`config.mk`:
```
export PLATFORM = sky130hd
export DESIGN_NAME = joy_db9md_pad
export DESIGN_NICKNAME = d
export VERILOG_FILES = /design/src/rtl/joy_md_pkg.sv /design/src/rtl/joy_md_sync.sv /design/src/rtl/joy_db9md_pad.sv
export SDC_FILE = /design/constraint.sdc
export NUM_CORES = 1
export LEC_CHECK = 0
export BUFFER_PORTS_ARGS = -buffer_cell sky130_fd_sc_hd__clkbuf_2
export CORE_AREA = 3 3 40 42
export DETAILED_ROUTE_END_ITERATION = 6
export DIE_AREA = 0 0 43 45
export MAX_ROUTING_LAYER = met4
export PLACE_DENSITY_LB_ADDON = 0.05
export SYNTH_ARGS = -nofsm -noshare
export SYNTH_HDL_FRONTEND = slang
export SYNTH_SLANG_ARGS = --single-unit
```
`constraint.sdc`:
```
create_clock -name clk -period 1.8 [get_ports clk]
set_input_delay 0.27 -clock clk [delete_from_list [all_inputs] [get_ports clk]]
set_output_delay 0.27 -clock clk [all_outputs]
set_load 0.01 [all_outputs]
```
`src/rtl/joy_md_pkg.sv`:
```
// Shared constants for the DB9 Mega Drive pad responder: button indices,
// pad pin positions, phase values and the inactivity-timeout helper.
package joy_md_pkg;

  localparam int JOY_R = 0;
  localparam int JOY_L = 1;
  localparam int JOY_D = 2;
  localparam int JOY_U = 3;
  localparam int JOY_A = 4;
  localparam int JOY_B = 5;
  localparam int JOY_C = 6;
  localparam int JOY_X = 7;
  localparam int JOY_Y = 8;
  localparam int JOY_Z = 9;
  localparam int JOY_S = 10;
  localparam int JOY_M = 11;

  localparam int PIN_TR = 5;
  localparam int PIN_TL = 4;
  localparam int PIN_D3 = 3;
  localparam int PIN_D2 = 2;
  localparam int PIN_D1 = 1;
  localparam int PIN_D0 = 0;

  localparam logic [2:0] PH_IDLE    = 3'd0;
  localparam logic [2:0] PH_ID      = 3'd3;
  localparam logic [2:0] PH_EXT_END = 3'd4;

  function automatic int timeout_cycles(input int clk_hz, input int timeout_us);
    return (clk_hz / 1000000) * timeout_us;
  endfunction

endpackage

```
`src/rtl/joy_md_sync.sv`:
```
// Multi-stage input synchronizer with a configurable reset level.
module joy_md_sync #(
  parameter int   STAGES  = 2,
  parameter logic RST_VAL = 1'b0
) (
  input  logic clk,
  input  logic reset,
  input  logic d_i,
  output logic q_o
);

  logic [STAGES-1:0] sync_q;

  always_ff @(posedge clk) begin
    if (reset) begin
      sync_q <= {STAGES{RST_VAL}};
    end else begin
      sync_q <= {sync_q[STAGES-2:0], d_i};
    end
  end

  assign q_o = sync_q[STAGES-1];

endmodule

```
`src/rtl/joy_db9md_pad.sv`:
```
// Device-side DB9 Mega Drive pad emulator for two pads sharing one TH line.
// Define MD_PAD_SIX_BUTTON_EN for 6-button pads; otherwise a 3-button pad is built.
module joy_db9md_pad
  import joy_md_pkg::*;
#(
  parameter int CLK_HZ      = 50000000,
  parameter int TIMEOUT_US  = 1500,
  parameter int SYNC_STAGES = 2
) (
  input  logic        clk,
  input  logic        reset,
  input  logic        joy_mdsel,
  input  logic        joy_split,
  input  logic [11:0] joystick1,
  input  logic [11:0] joystick2,
  output logic [5:0]  joy_out,
  output logic [2:0]  phase
);

  logic        th_s;
  logic        split_s;
  logic [2:0]  n_d;
  logic [11:0] pad;
  logic [5:0]  out_d;
  logic [5:0]  joy_out_q;

  // TH idles high, so its synchronizer resets high to avoid a fake falling edge.
  joy_md_sync #(.STAGES(SYNC_STAGES), .RST_VAL(1'b1)) u_sync_th (
    .clk   (clk),
    .reset (reset),
    .d_i   (joy_mdsel),
    .q_o   (th_s)
  );

  joy_md_sync #(.STAGES(SYNC_STAGES), .RST_VAL(1'b0)) u_sync_split (
    .clk   (clk),
    .reset (reset),
    .d_i   (joy_split),
    .q_o   (split_s)
  );

`ifdef MD_PAD_SIX_BUTTON_EN
  localparam int TIMEOUT_CYC = timeout_cycles(CLK_HZ, TIMEOUT_US);
  localparam int TIMER_W     = $clog2(TIMEOUT_CYC + 1);
  localparam logic [TIMER_W-1:0] TIMER_MAX = TIMER_W'(TIMEOUT_CYC);

  logic               th_q;
  logic [TIMER_W-1:0] timer_q;
  logic [TIMER_W-1:0] timer_d;
  logic [2:0]         n_q;

  // A falling edge outranks the timeout when both land in the same cycle.
  always_comb begin
    timer_d = timer_q;
    n_d     = n_q;
    if (th_q != th_s) begin
      timer_d = '0;
    end else if (timer_q != TIMER_MAX) begin
      timer_d = timer_q + 1'b1;
    end
    if (th_q && !th_s) begin
      n_d = (n_q == PH_EXT_END) ? 3'd1 : n_q + 3'd1;
    end else if (timer_q == TIMER_MAX) begin
      n_d = PH_IDLE;
    end
  end

  always_ff @(posedge clk) begin
    if (reset) begin
      th_q    <= 1'b1;
      timer_q <= '0;
      n_q     <= PH_IDLE;
    end else begin
      th_q    <= th_s;
      timer_q <= timer_d;
      n_q     <= n_d;
    end
  end

  assign phase = n_q;
`else
  assign n_d   = PH_IDLE;
  assign phase = PH_IDLE;
`endif

  always_comb begin
    pad   = split_s ? joystick2 : joystick1;
    out_d = '1;
    out_d[PIN_TR] = th_s ? ~pad[JOY_C] : ~pad[JOY_S];
    out_d[PIN_TL] = th_s ? ~pad[JOY_B] : ~pad[JOY_A];
    if (th_s) begin
      if (n_d == PH_ID) begin
        {out_d[PIN_D3], out_d[PIN_D2], out_d[PIN_D1], out_d[PIN_D0]} =
          {~pad[JOY_M], ~pad[JOY_X], ~pad[JOY_Y], ~pad[JOY_Z]};
      end else begin
        {out_d[PIN_D3], out_d[PIN_D2], out_d[PIN_D1], out_d[PIN_D0]} =
          {~pad[JOY_R], ~pad[JOY_L], ~pad[JOY_D], ~pad[JOY_U]};
      end
    end else if (n_d == PH_ID) begin
      // All-low data lines identify a 6-button pad to the reader.
      {out_d[PIN_D3], out_d[PIN_D2], out_d[PIN_D1], out_d[PIN_D0]} = 4'b0000;
    end else if (n_d == PH_EXT_END) begin
      {out_d[PIN_D3], out_d[PIN_D2], out_d[PIN_D1], out_d[PIN_D0]} = 4'b1111;
    end else begin
      {out_d[PIN_D3], out_d[PIN_D2], out_d[PIN_D1], out_d[PIN_D0]} =
        {2'b00, ~pad[JOY_D], ~pad[JOY_U]};
    end
  end

  always_ff @(posedge clk) begin
    if (reset) begin
      joy_out_q <= 6'h3F;
    end else begin
      joy_out_q <= out_d;
    end
  end

  assign joy_out = joy_out_q;

endmodule
```
## Word-level counts from Yosys, hierarchy flattened

Index checks and enable logic that the tools add are counted.

| cells by class | value |
|---|---|
| mux-type cells | 4 |
| bitwise logic cells | 8 |

Operators by type and width:

| kind | count |
|---|---|
| 11-bit two-way mux | 1 |
| 1-bit inverter | 8 |
| 4-bit two-way mux | 1 |
| 1-bit two-way mux | 2 |

| storage, ports and cells | value |
|---|---|
| flip-flop bits (word level) | 10 |
| output and inout port bits | 9 |
| word-level logic and storage cells | 15 |

## Logic depth before layout (Yosys ltp)

| logic depth | value |
|---|---|
| depth in word-level cells | 3 |
| mapped depth | 3 |
| gate-level depth less buffers | 2 |

## Modules after synthesis

Synthesis repeated with hierarchy kept, for this count alone.

| second synthesis, totals | value |
|---|---|
| cells, all modules | 31 |
| area, all modules | 387.9 um2 |

Modules (own cells, without submodules):

| module | instances | cells an instance | area each (um2) | seq. area each (um2) |
|---|---|---|---|---|
| joy_db9md_pad | 1 | 23 | 282.8 | 120.1 |
| joy_md_sync | 2 | 4 | 52.6 | 40.0 |

## Worst setup path before layout

No wires, ideal clock.

| path | value |
|---|---|
| kind | register to register |
| start point | reg u_sync_split.sync_q[1] |
| end point | reg joy_out_q[4], in the netlist joy_out[4] |
| data arrival time | 976 ps |
| data required time | 1740 ps |
| slack | 763 ps |
| cell stages (with the launch flop) | 4 |
| buffers on the path | 1 |
| period minus slack after synthesis | 1037 ps |
| cell sequence | dfxtp_1 -> buf_6 -> mux4_2 -> nand2b_1 |

| between the ends | value |
|---|---|
| cells in the longest elaborated chain, start to end | 3 |
| elaborated cells on any way between the ends | 4 |

Ends and longest elaborated chain:

| item | RTL line | source |
|---|---|---|
| start: declaration | joy_md_sync.sv:12 | `logic [STAGES-1:0] sync_q;` |
| start signal: assignment | joy_md_sync.sv:16 | `sync_q <= {STAGES{RST_VAL}};` |
| start signal: assignment | joy_md_sync.sv:18 | `sync_q <= {sync_q[STAGES-2:0], d_i};` |
| 11-bit two-way mux * | joy_db9md_pad.sv:87 | `pad = split_s ? joystick2 : joystick1;` |
| 1-bit inverter | joy_db9md_pad.sv:90 | `out_d[PIN_TL] = th_s ? ~pad[JOY_B] : ~pad[JOY_A];` |
| 1-bit two-way mux * | joy_db9md_pad.sv:90 |  |
| end signal: assignment | joy_db9md_pad.sv:114 | `joy_out_q <= out_d;` |
| end: declaration | joy_db9md_pad.sv:25 | `logic [5:0] joy_out_q;` |

Every way passes the cells marked *; elsewhere a longest branch is shown, timed or not.
A chain may end at the register's enable or synchronous reset.

## Worst setup path in the final report

| path | value |
|---|---|
| start point | reg u_sync_split.sync_q[1] |
| end point | reg joy_out_q[5], in the netlist joy_out[5] |

| between the ends | value |
|---|---|
| cells in the longest elaborated chain, start to end | 3 |
| elaborated cells on any way between the ends | 4 |

Ends and longest elaborated chain:

| item | RTL line | source |
|---|---|---|
| 11-bit two-way mux * | joy_db9md_pad.sv:87 |  |
| 1-bit inverter | joy_db9md_pad.sv:89 | `out_d[PIN_TR] = th_s ? ~pad[JOY_C] : ~pad[JOY_S];` |
| 1-bit two-way mux * | joy_db9md_pad.sv:89 |  |

Marked as above.

==> qor.yml <==
pwr-share-seq_pct: 53.8
placed_area_sq_um: 505.5
slew_viol_final: 0
pwr_density_cell_nw_per_um2: 848.3
topRoutingLayerUsed: "met3"
synthMuxAreaShare_pct: 21.94
grt_max_degree: 11
cts_root_buf: "clkbuf_4"
htreeDepth: 1
fin_setup_tns_ns: 0
synth.yosys.seq_area_share_pct: 51.61
pwr-share-comb_pct: 13.5
crit_fanout: 6
cp.required_ns: 2.00
grt_pass1_wl_microns: 1248
min_path_type: "primary input to register"
internal_power_uw: 348.3
m1WireLength_microns: 279
fin_area_sq_um: 528.0
portBuffers: 25
first_iter_violations: 0
clock_skew_ns: 0.001941
syn-cell-area_sq_um: 387.9
start_util_pct: 30.19
grt_pass1_vias: 305
yosys.area_share.simple_pct: 12.90
fmax_ghz: 0.8286
rsz0062_at_grt: "false"
wl_microns: 825
synth_compound_area_share_pct: 3.871
core_sq_um: 1285
synth_top_family_by_area: "multiplexers"
power.share.clock_pct: 32.8
p_leak_uw: 0.0002602
avgSynthCellArea_sq_um: 12.51
yosysWarnings: 0
period_minus_slack_ns: 1.207
hold_violations: 0
swShare_pct: 22.23
ant_nets: 0
vias: 293
power.total_uw: 447.9
route.detailed.drc: 0
cts_setup_buffers: 0
clock_latency_ns: 0.26
grt_usage_pct: 9.445
synth-xor-area-share_pct: 0
cap_violations: 0
setup_viol: 0
critPathLaunchType: "register"
overflow: 0
place_congestion: 0.6604
final_core_util_pct: 41.09
clockBufferDepth: 2
row_count: 13
final_nets: 87
cts_sinks: 10
cts_tree: "yes"
syn_to_final_growth_pct: 36.13
path_clk_slew_ns: 0.06
ff2ff_setup_slack_ns: 0.59
wl_per_cell_microns: 11.46
cts_buffers: 3
route.met3.wl_microns: 85
die_h_microns: 45
antenna_cells: 0
antenna_found_initial: 0
synth_seq_cells: 10
wl_met2_microns: 459
outcome: "finished, final reports clean"
yosys.area_share.adder_pct: 0
critPathArrivalTime_ns: 1.41
die_w_microns: 43
routed_via_density: 4.069
dieArea_sq_um: 1935
ios: 37
max-vdd-ir-drop_v: 0.0005978
syn_inst: 31
crit_type: "register to register"
switchingPower_uw: 99.57
synth_cell_types: 10
cts_resized: 0
drive_gt1_share_pct: 59.65
drtPass1Iterations: 1
critPathCaptureType: "register"
final.period_utilization_pct: 67.05
ctsHoldBuffers: 0
==> path summary, 6_finish.rpt <==
check / end / cells after the start / start
worst max register to register: joy_out[5]$_SDFF_PP1_ / 2 / u_sync_split.sync_q[1]$_SDFF_PP0_
worst min-delay path: u_sync_th.sync_q[0]$_SDFF_PP1_ / 2 / joy_mdsel
worst min register to register: u_sync_th.sync_q[1]$_SDFF_PP1_ / 1 / u_sync_th.sync_q[0]$_SDFF_PP1_
worst max-delay path: joy_out[5]$_SDFF_PP1_ / 2 / u_sync_split.sync_q[1]$_SDFF_PP0_
==> power by group through the flow <==
stage                     clock network [uW]  registers [uW]  logic, uW
after floorplan                            0             248       31.3
after global placement                     0             246       58.5
after detailed placement                   0             246       61.6
after CTS                                152             241       61.8
after global routing                     161             242       66.5
final                                    147             241       60.3
==> layer usage <==
metal  track usage, %  vias to the layer above
li1                 -                      151
met1            7.940                      128
met2            16.77                       14
met3            5.976                        0
met4            3.614                        0
met5                -                        -
==> sequential cells by signal (all words and copies together), names as in the netlist <==
name	flops
joy_out	6
u_sync_split.sync_q	2
u_sync_th.sync_q	2
==> through the flow <==
stage	hold slack, ns	instances	setup slack, ns
after CTS	0.1858	72	0.5693
after floorplan	0.3416	33	0.7634
after global routing	0.1976	72	0.5313
final	0.1928	72	0.5931
after detailed placement	0.3979	69	0.5829
after global placement	0.4010	69	0.6110
==> placed cells by master (no fill, tap or decap), drive strengths merged <==
cell type  synthesis  routed
mux4               2       2
conb               1       3
nand2b             2       2
mux2i              4       4
nor2b              2       2
a21o               2       2
or2                4       4
dfxtp             10      10
clkbuf             0      28
==> cell usage after synthesis, drive strengths merged <==
library cell   n  area, sq um
buf            4        33.78
mux2i          4        40.04
dfxtp         10        200.2
nand2b         2        12.51
or2            4        25.02
a21o           2        15.01
conb           1        3.750
mux4           2        45.04
nor2b          2        12.51
==> final cells by class <==
class	instances	area, sq um
Clock buffer	3	22.52
Fill cell	133	757.0
Multi-Input combinational cell	19	161.4
Sequential cell	10	200.2
Tap cell	15	18.77
Timing Repair Buffer	25	125.1
==> worst max-delay path, cell delays in order, from the launching register on <==
cell and delay (ns):
dfxtp_1 0.52, mux4_2 0.56, nand2b_1 0.08
==> kinds of logic after synthesis <==
| logic type | count (synthesis) |
|---|---|
| flops | 10 |
| simple gates | 8 |
| compound gates | 2 |
| buf+inv | 4 |
| mux | 6 |
| other cells | 1 |
Note: power is estimated with default switching activity, not from simulation.
